**src/rtl/uns_6x3_div_pkg.sv**
```systemverilog
// Shared constants and FSM state type for the 6/3 unsigned divider.
// Widths mirror the 3x3 multiplier: dividend = product, divisor = multiplier.
package uns_6x3_div_pkg;

  localparam int DIVIDEND_WIDTH = 6;
  localparam int DIVISOR_WIDTH  = 3;
  localparam int CNT_WIDTH      = 3;

  typedef enum logic [1:0] {
    IDLE,
    CALC,
    DONE
  } div_state_t;

endpackage

```
**src/rtl/uns_div_datapath.sv**
```systemverilog
// Restoring-division datapath: working registers, subtract-compare
// and the registered quotient/remainder/divide-by-zero outputs.
module uns_div_datapath
  import uns_6x3_div_pkg::*;
(
  input  logic                      clk,
  input  logic                      rst,
  input  logic                      load_ops,
  input  logic                      step,
  input  logic                      load_out,
  input  logic                      is_zero,
  input  logic [DIVIDEND_WIDTH-1:0] n,
  input  logic [DIVISOR_WIDTH-1:0]  d,
  output logic                      last,
  output logic [DIVIDEND_WIDTH-1:0] q_reg,
  output logic [DIVISOR_WIDTH-1:0]  r_reg,
  output logic                      div_zero
);

  logic [DIVISOR_WIDTH-1:0]  rem;
  logic [DIVIDEND_WIDTH-1:0] quo;
  logic [DIVISOR_WIDTH-1:0]  div;
  logic [CNT_WIDTH-1:0]      cnt;
  logic                      dz;

  logic [DIVISOR_WIDTH:0]   t;
  logic [DIVISOR_WIDTH:0]   diff;
  logic                     qbit;
  logic [DIVISOR_WIDTH-1:0] rem_next;

  // One extra bit on t so the shifted remainder never overflows.
  always_comb begin
    t        = {rem, quo[DIVIDEND_WIDTH-1]};
    diff     = t - {1'b0, div};
    qbit     = (t >= {1'b0, div});
    rem_next = qbit ? diff[DIVISOR_WIDTH-1:0]
                    : t[DIVISOR_WIDTH-1:0];
  end

  assign last = (cnt == CNT_WIDTH'(DIVIDEND_WIDTH - 1));

  always_ff @(posedge clk or posedge rst) begin
    if (rst) begin
      rem <= '0;
      quo <= '0;
      div <= '0;
      cnt <= '0;
      dz  <= 1'b0;
    end else if (load_ops) begin
      if (is_zero) begin
        dz <= 1'b1;
      end else begin
        quo <= n;
        div <= d;
        rem <= '0;
        cnt <= '0;
      end
    end else if (step) begin
      rem <= rem_next;
      quo <= {quo[DIVIDEND_WIDTH-2:0], qbit};
      cnt <= cnt + CNT_WIDTH'(1);
    end else if (load_out) begin
      dz <= 1'b0;
    end
  end

  always_ff @(posedge clk or posedge rst) begin
    if (rst) begin
      q_reg    <= '0;
      r_reg    <= '0;
      div_zero <= 1'b0;
    end else if (load_out) begin
      if (dz) begin
        q_reg    <= '1;
        r_reg    <= '0;
        div_zero <= 1'b1;
      end else begin
        q_reg    <= quo;
        r_reg    <= rem;
        div_zero <= 1'b0;
      end
    end
  end

endmodule

```
**src/rtl/uns_6x3_div.sv**
```systemverilog
// 6-bit by 3-bit unsigned restoring divider, one quotient bit per clock,
// with the same GO/READY handshake as the 3x3 multiplier.
module uns_6x3_div
  import uns_6x3_div_pkg::*;
(
  input  logic                      SYS_CLOCK,
  input  logic                      FSM_ARESET,
  input  logic                      GO,
  input  logic [DIVIDEND_WIDTH-1:0] N,
  input  logic [DIVISOR_WIDTH-1:0]  D,
  output logic [DIVIDEND_WIDTH-1:0] Q_REG,
  output logic [DIVISOR_WIDTH-1:0]  R_REG,
  output logic                      DIV_ZERO,
  output logic                      READY
);

  div_state_t state;
  div_state_t state_next;

  logic load_ops;
  logic step;
  logic load_out;
  logic is_zero;
  logic last;

  always_ff @(posedge SYS_CLOCK or posedge FSM_ARESET) begin
    if (FSM_ARESET) state <= IDLE;
    else            state <= state_next;
  end

  assign is_zero = (D == '0);

  always_comb begin
    state_next = state;
    load_ops   = 1'b0;
    step       = 1'b0;
    load_out   = 1'b0;
    READY      = 1'b0;
    unique case (state)
      IDLE: begin
        READY = 1'b1;
        if (GO) begin
          load_ops   = 1'b1;
          state_next = is_zero ? DONE : CALC;
        end
      end
      CALC: begin
        step = 1'b1;
        if (last) state_next = DONE;
      end
      DONE: begin
        load_out   = 1'b1;
        state_next = IDLE;
      end
      default: state_next = IDLE;
    endcase
  end

  uns_div_datapath u_dp (
    .clk      (SYS_CLOCK),
    .rst      (FSM_ARESET),
    .load_ops (load_ops),
    .step     (step),
    .load_out (load_out),
    .is_zero  (is_zero),
    .n        (N),
    .d        (D),
    .last     (last),
    .q_reg    (Q_REG),
    .r_reg    (R_REG),
    .div_zero (DIV_ZERO)
  );

endmodule

```
**config.mk**
```make
export PLATFORM = sky130hd
export DESIGN_NAME = uns_6x3_div
export DESIGN_NICKNAME = d
export VERILOG_FILES = /design/src/rtl/uns_6x3_div_pkg.sv /design/src/rtl/uns_div_datapath.sv /design/src/rtl/uns_6x3_div.sv
export SDC_FILE = /design/constraint.sdc
export NUM_CORES = 1
export LEC_CHECK = 0
export CAP_MARGIN = 20
export CORE_AREA = 2 2 78 80
export CTS_BUF_LIST = sky130_fd_sc_hd__clkbuf_16
export CTS_CLUSTER_DIAMETER = 60
export DETAILED_ROUTE_END_ITERATION = 16
export DIE_AREA = 0 0 80 82
export GPL_ROUTABILITY_DRIVEN = 0
export PLACE_DENSITY = 0.51
export SLEW_MARGIN = 20
export SYNTH_ARGS = -nofsm -noshare
export SYNTH_HDL_FRONTEND = slang
export SYNTH_HIERARCHICAL = 1
export SYNTH_SLANG_ARGS = --single-unit
```
**constraint.sdc**
```tcl
create_clock -name SYS_CLOCK -period 1.9 [get_ports SYS_CLOCK]
set_input_delay 0.38 -clock SYS_CLOCK [delete_from_list [all_inputs] [get_ports SYS_CLOCK]]
set_output_delay 0.38 -clock SYS_CLOCK [all_outputs]
set_load 0.005 [all_outputs]
```
# Word level (Yosys, flattened, before mapping)
# Cells that the tools add are included.
word_totals:
  output_inout_bits: 11
  regBits: 28
  word_cells: 54
classes:
  addsub: 2
  n_lt_le_gt_ge: 1
  n_eq_ne: 8
  bitwise: 1
  n_reduce_logical: 8
  muxes: 25
op_table:
  columns: ["cell", "n"]
  rows:
  - ["two-way mux 6 bit", 4]
  - ["two-way mux 3 bit", 7]
  - ["two-way mux 1 bit", 10]
  - ["!= test 2 bit, second input constant", 4]
  - ["two-way mux 2 bit", 3]
  - ["AND reduction 2 bit", 3]
  - ["greater-or-equal comparator 4 x 3 -> 1 bit", 1]
  - ["one-hot mux 2 bit (2 select lines)", 1]
  - ["nonzero test 2 bit", 2]
  - ["adder 3 x 1 -> 3 bit, second input constant", 1]
  - ["equality test 3 bit, second input constant", 1]
  - ["logical NOT 3 bit", 1]
  - ["AND reduction 3 bit", 1]
  - ["subtractor 3 bit", 1]
  - ["equality test 2 x 1 -> 1 bit, second input constant", 1]
  - ["equality test 2 bit, second input constant", 1]
  - ["logical NOT 2 bit", 1]
  - ["!= test 2 x 1 -> 1 bit, second input constant", 1]
  - ["inverter 1 bit", 1]

# Depth between registers and ports, before layout
# Gate-level depths: netlist of the first run.
depth:
  depth_word: 5
  mapped_depth: 6

# By module
# The synthesis of the first run kept the hierarchy.
modules_own_cells:
  columns: ["module", "seq_area_each_um2", "area_per_inst_um2", "n_inst", "cells_each"]
  rows:
  - ["uns_div_datapath", 650.6, 1262.5, 1, 126]
  - ["uns_6x3_div", 50.0, 118.9, 1, 12]

# Worst setup path before layout of the first run
# Ideal clock, no wire load.
synth_timing:
  path_kind: "register to register"
  from: "reg u_dp.quo[5]"
  to: "reg u_dp.rem[0]"
  setup_time_ps: 126
  path_buffers: 0
  path_slack_ps: 193
  arrival_time_ps: 1581
  stages_incl_launch_ff: 7
  cell_sequence: "dfrtp_1 > inv_1 > ha_1 > fa_1 > nor2b_1 > nor3_1 > a311o_1"
synth_between:
  elab_chain_cells: 4
synth_rtl:
  columns: ["item", "line", "source"]
  rows:
  - ["start: declaration", "uns_div_datapath.sv:21", "logic [DIVIDEND_WIDTH-1:0] quo;"]
  - ["start signal: assignment", "uns_div_datapath.sv:53", "quo <= n;"]
  - ["start signal: assignment", "uns_div_datapath.sv:60", "quo <= {quo[DIVIDEND_WIDTH-2:0], qbit};"]
  - ["greater-or-equal comparator 4 x 3 -> 1 bit or subtractor 3 bit (tied branches)", "uns_div_datapath.sv:35, uns_div_datapath.sv:34", null]
  - ["two-way mux 3 bit (*)", "uns_div_datapath.sv:36", "rem_next = qbit ? diff[DIVISOR_WIDTH-1:0]"]
  - ["two-way mux 3 bit (*)", "uns_div_datapath.sv:58", "end else if (step) begin"]
  - ["two-way mux 3 bit (*)", "uns_div_datapath.sv:49", "end else if (load_ops) begin"]
  - ["end signal: assignment", "uns_div_datapath.sv:59", "rem <= rem_next;"]
  - ["end: declaration", "uns_div_datapath.sv:20", "logic [DIVISOR_WIDTH-1:0] rem;"]
# Every way passes the cells marked *; elsewhere a longest branch is shown, timed or not. The select of a mux whose other input is x is not followed.
# A chain may end at the register's enable or synchronous reset.

# Final worst setup path of the first run
layout_timing:
  from: "reg u_dp.rem[1]"
  to: "reg u_dp.rem[1]"
layout_between:
  elab_chain_cells: 4
layout_rtl:
  columns: ["item", "line", "source"]
  rows:
  - ["greater-or-equal comparator 4 x 3 -> 1 bit", "uns_div_datapath.sv:35", "qbit = (t >= {1'b0, div});"]
  - ["two-way mux 3 bit", "uns_div_datapath.sv:36", null]
  - ["two-way mux 3 bit", "uns_div_datapath.sv:58", null]
  - ["two-way mux 3 bit", "uns_div_datapath.sv:49", null]
# No other way between the ends. The select of a mux whose other input is x is not followed.

==> results of run 1 <==
synth_stat cells:
cell type and n:
a211oi_1 2, a21oi_1 14, a22o_1 3, a311o_1 1, and2_1 1, and3_1 1, buf_2 3, clkbuf_1 3
dfrtp_1 28, fa_1 1, ha_1 5, inv_1 11, inv_2 1, mux2_2 2, mux2i_1 6, nand2_1 5
nand2b_1 3, nand3_1 1, nand3b_1 1, nor2_1 16, nor2b_1 5, nor3_1 8, nor3b_1 1, nor3b_2 1
nor4_1 1, o211ai_1 1, o21ai_0 4, o22ai_1 3, o2bb2ai_1 1, o31ai_1 1, o41a_1 1, or2_4 1
or3_4 1, xor2_1 1
what timing repair did:
action | CTS | global route
gates resized for setup | 0 | 1
endpoints found under the setup margin | 0 | 4
hold buffers | 0 | 0
routing by layer:
metal,vias up,global-route usage,part of all wire
li1,542,-,-
met4,0,0.0203,0.0053
met2,15,0.169,0.47
met5,-,0,0
met3,2,0.0220,0.041
met1,507,0.123,0.49
stage by stage:
step / util / hold slack [ps] / total power [mW] / cells
after floorplan: - / 121 / 1.99 / 138
after global placement: 0.311 / 498 / 2.61 / 243
after detailed placement: 0.311 / 504 / 2.61 / 243
after CTS: 0.325 / 300 / 3.10 / 247
after global routing: 0.325 / 305 / 3.38 / 247
final: 0.325 / 299 / 3.06 / 247
final cells by class:
type,count,area (um^2),area share
Clock inverter,1,3.75,0.00201
Clock buffer,3,75.1,0.0402
Timing Repair Buffer,36,338,0.181
Tap cell,75,93.8,0.0502
Inverter,12,45.0,0.0241
Sequential cell,28,701,0.375
Multi-Input combinational cell,92,612,0.328
power groups by stage:
stage / Combinational [mW] / Sequential, mW / Clock (mW)
after floorplan: 0.940 / 1.05 / 0
after global placement: 1.50 / 1.11 / 0
after detailed placement: 1.50 / 1.11 / 0
after CTS: 1.51 / 1.10 / 0.489
after global routing: 1.72 / 1.14 / 0.519
final: 1.49 / 1.10 / 0.469
cells by family after synthesis:
family / Yosys count
fa+ha+maj: 6
compound gates: 31
simple gates: 46
buf+inv: 18
flops: 28
mux: 8
xor+xnor: 1
worst min path at each step:
stage	start	to	slack (ps)	cells past startpoint
final	FSM_ARESET	state[0]	300	2
after global placement	u_dp/div_zero	u_dp/div_zero	500	1
after CTS	FSM_ARESET	state[0]	300	2
after global routing	FSM_ARESET	state[0]	310	2
after floorplan	FSM_ARESET	state[0]	120	1
after detailed placement	u_dp/div[0]	u_dp/div[0]	500	1
==> impl_results.md, run 1 <==
- Final nets: roughly 190
- Worst path cell trace: ha_1 > nor2b_1 > buf_4 > o41a_1 > a22o_1
- PD cells: 1640 mW/mm^2
- Leak: roughly 0.80 nW
- Worst-path fanout max: 4
- Tmin final: 1730 ps
- Total CTS buffers: 3
- Largest family of logic cells by synthesized area: simple AND/OR/NAND/NOR gates
- Initial Util: 0.240
- DR vias/cell: 4.32
- Reg power frac: 0.359
- Class of the worst hold path: primary input to async pin
- Crit share post-route: 0.912
- Final setup TNS: 0 ps
- Top-area cell type share of the netlist area: 0.507
- Fraction of layout cells with a size suffix above 1: 0.140
- Switching power: 1.08 mW
- Leading cell types in the layout, fill and taps excluded: 28 x dfrtp_1, 22 x clkdlybuf4s50_1, 16 x nor2_1
- Area Overhead vs Synth: 35.2%
- Post-CTS Setup Bufs: 0
- Final setup viols: 0
- Reg2Reg Launch Point: u_dp/rem[1]
- 1st-iter DRT viols: between 40 and 50
- Core Area: 0.00575 mm^2
- Drt pass-1 iters: 3
- Pin count of the biggest net entering global routing: 27
- Fill cells: 616
- Pint: 1.98 mW
- CTS tree: done
- Worst setup path end: u_dp/rem[1]
- R2r endpoint: u_dp/rem[1]
- Worst path bufs/invs: 1
- Cell Area, Placed: 0.00179 mm^2
- Total number of vias: approximately 1.1k
- Final Hold Fails: 0
- Leading area contributor after synthesis: dfrtp_1
- CP required: approximately 2000 ps
- F_max: between 500 and 600 MHz
- Synth Area in Simple Gates: 0.174
- Worst path top cell family by delay: compound AO/OA/AOI/OAI gates
- GR Util All Layers: 0.0971
- DRC: 0
- Worst setup path startpoint: u_dp/rem[1]
- WL final: ~2.8 mm
- DR WL/cell: 11.5 um
- Final ANT Viol Nets: 0
- Slew headroom: 0.682
- Root Buffer: clkbuf_16
- Crit-path max cell delay: ~430 ps
- Post-Synthesis Cells: 138
- Switching portion of total power: 0.353
- Die width: 80 um
- Comb pwr share: 0.488
- Commonest non-fill, non-tap cell in the layout: dfrtp_1
- Remaining Overflow, GRT: 0
- #FFs+latches synth: 28
- Initial antenna violation count: 0
- Outcome: finished, final reports clean
- Die footprint: 0.00656 mm^2
- Number of diodes: 0
- MaxCap Viol Count: 0
- Max Slew Vio Count: 0
- Clock Path Buffers: 2
- Vias in the first global route: ~1.1k
- Post-Syn Nets: between 150 and 200
- Area contributors post-synth: dfrtp_1 51%, a21oi_1 5.1%, ha_1 4.5%
- Post-synthesis xor/xnor area fraction: 0.00634
- Mapped cell area: 0.00138 mm^2
- Clock share of power: 0.153
- Mux contribution to synthesized area: 0.0598
- DP HPWL: 2.17 mm
- Number of cells on the worst reg-to-reg path: 5
- Sequential cell area fraction in the yosys report: 0.507
- Design Area, Final: around 0.0019 mm^2
- Arrival time worst endpoint: between 1500 and 2000 ps
- CTS clk-pin slew, worst paths: roughly 60 ps
- Slowest stage cell on the critical path: dfrtp_1
- # clock sinks: 28
- Vert. Die Dim: between 80 and 90 um
- Row count: 28
- Slew at the pin closest to its max-slew limit: 475 ps
- Setup repair after global routing missed its margin: no
- IO Port Bufs: 22
- Num ports: 23
- Peak VDD IR: 0.591 mV
- First-pass GRT wire length: about 5 mm
- Yosys warns: 6
- WP depth: 5
- Clk Latency, worst-skew pair: ~260 ps
- R2r setup slk: about 170 ps
- Kind of end point of the critical path: flop
- Htree depth: 1
- Placement Setup Slack: -208 ps
- Yosys cell types: 34
- Setup slack after layout: 167 ps
- WS Path Type: flop to flop
- Adder-cell share of the synthesized area: 0.0598
- Compound-gate portion of the synthesized area: 0.141
- Startpoint types: flop
- Synth Area per Inst: 10.0 um^2
- Clock skew: 6.02 ps
No activity file was read; power rests on OpenSTA's default activity.
==> run 2, diff against run 1 <==
PLACE_DENSITY = default   (was 0.51)
==> impl_results.md, run 2 (synthesis gave the netlist of run 1 again) <==
- Outcome: finished, final reports clean
- Arrival time worst endpoint: 1870 ps (about the same)
- Slew headroom: 0.773 (+0.0908)
- Final setup TNS: 0 ps (unchanged)
- Clk Latency, worst-skew pair: 260 ps (about the same)
- Total CTS buffers: 3 (unchanged)
- Initial Util: 0.240 (unchanged)
- 1st-iter DRT viols: 81 (+88%)
- Core Area: 0.00575 mm^2 (unchanged)
- Htree depth: 1 (unchanged)
- PD cells: 1690 mW/mm^2 (+3.1%)
- Slew at the pin closest to its max-slew limit: 341 ps (-134 ps)
- Crit share post-route: 0.906 (-0.00584)
- F_max: 581 MHz (+0.64%)
- Area Overhead vs Synth: 38.2%
- Worst-path fanout max: 4 (unchanged)
- Leading cell types in the layout, fill and taps excluded: 28 x dfrtp_1, 22 x clkdlybuf4s50_1, 16 x nor2_1
- Pin count of the biggest net entering global routing: 27 (unchanged)
- CTS tree: done
- Total number of vias: 1,077 (+1.0%)
- Placement Setup Slack: -125 ps (+83.4 ps)
- Final setup viols: 0 (unchanged)
- Multi-input gate area: 612 um^2 (unchanged)
- Final hold slack: 299 ps (-0.462 ps)
- GR Util All Layers: 0.0940 (-0.00306)
- WS Path Type: flop to flop
- Setup repair after global routing missed its margin: no
- Num ports: 23 (unchanged)
- Post-CTS Setup Bufs: 0 (unchanged)
- Row count: 28 (unchanged)
- # clock sinks: 28 (unchanged)
- Max Slew Vio Count: 0 (unchanged)
- Register area: 701 um^2 (unchanged)
- Power, Total: 3.23 mW (+5.4%)
- Cell Area, Placed: 0.00180 mm^2 (+0.84%)
- Clock Path Buffers: 2 (unchanged)
- Fill cells: 598 (-2.9%)
- DR vias/cell: 4.33 (+0.22%)
- Drt pass-1 iters: 4 (+1)
- CTS clk-pin slew, worst paths: 60 ps (about the same)
- Commonest non-fill, non-tap cell in the layout: dfrtp_1
- Clock skew: 7.96 ps (+1.94 ps)
- Kind of end point of the critical path: flop
- Final nets: 193 (+1.0%)
- Peak VDD IR: 0.529 mV (-11%)
- CTS Hold Buffers Added: 0 (unchanged)
- MaxCap Viol Count: 0 (unchanged)
- Die width: 80 um (unchanged)
- Setup slack after layout: 178 ps (+11.1 ps)
- Root Buffer: clkbuf_16
- Final ANT Viol Nets: 0 (unchanged)
- Die footprint: 0.00656 mm^2 (unchanged)
- Class of the worst hold path: primary input to async pin
- WL final: 2.80 mm (-1.4%)
- DR WL/cell: 11.3 um (-2.2%)
- Final Hold Fails: 0 (unchanged)
- IO Port Bufs: 22 (unchanged)
- DRC: 0 (unchanged)
- Initial antenna violation count: 0 (unchanged)
- Number of diodes: 0 (unchanged)
- DP HPWL: 2.17 mm (-0.23%)
- Tmin final: 1720 ps (-11.1 ps)
- Remaining Overflow, GRT: 0 (unchanged)
- Vias in the first global route: 1,055 (+0.19%)
- Fraction of layout cells with a size suffix above 1: 0.155 (+0.0156)
- CP required: 2050 ps (about the same)
- Design Area, Final: 0.00191 mm^2 (+2.2%)
- Leak: 0.822 nW (+2.7%)
- Vert. Die Dim: 82 um (unchanged)
- First-pass GRT wire length: 4.84 mm (-3.0%)
- Startpoint types: flop
[run 2: changes by cell type in the layout (fill, tap and decap cells not counted), sizes merged]
cell    previous run  this run
buf               14        16
bufinv             0         1
clkinv             1         0
[run 2: power by group]
part | switching [mW] | leakage (nW) | internal (mW)
sequential | 0.220 | 0.332 | 0.877
combinational | 0.678 | 0.438 | 0.833
clock | 0.200 | 0.0511 | 0.419
[run 2: through the flow]
stage,cells,util
finish,249,0.332
detailed placement,245,0.314
global placement,245,0.314
global route,249,0.332
floorplan,138,-
CTS,249,0.332
[run 2: final timing paths]
check / startpoint / endpoint / slack, ps / cells past startpoint
max in group asynchronous: FSM_ARESET / u_dp/q_reg[5] / 1130 / 3
min in group SYS_CLOCK: u_dp/div_zero / u_dp/div_zero / 510 / 1
setup / recovery: u_dp/rem[1] / u_dp/rem[1] / 180 / 5
setup reg to reg: u_dp/rem[1] / u_dp/rem[1] / 180 / 5
hold / removal: FSM_ARESET / state[1] / 300 / 2
hold reg to reg: u_dp/div_zero / u_dp/div_zero / 510 / 1
[run 2: final cells by class]
class                           instances  share of cell area
Clock buffer                            3              0.0393
Clock inverter                          1              0.0157
Inverter                               12              0.0236
Multi-Input combinational cell         92               0.320
Sequential cell                        28               0.367
Tap cell                               75              0.0491
Timing Repair Buffer                   38               0.185
[run 2: layer usage]
metal	track usage	wire, um
met5	0	0
met1	0.123	1340
met2	0.158	1340
met3	0.0198	105
met4	0.0254	15
[run 2: worst max-delay path, cell delays in order (launching register included)]
cell and delay [ps]:
dfrtp_1 420, ha_1 340, nor2b_1 150, buf_4 140, o41a_1 360, a22o_1 200
[run 2: timing repair]
item | CTS | global route
resized for setup | 0 | 1
endpoints found under the hold margin | 0 | 0
setup endpoints to repair | 0 | 3
==> run 3, diff against run 2 <==
CAP_MARGIN = default   (was 20)
==> results of run 3 <==
No change in the layout: final DEF, timing and power equal those of run 2.
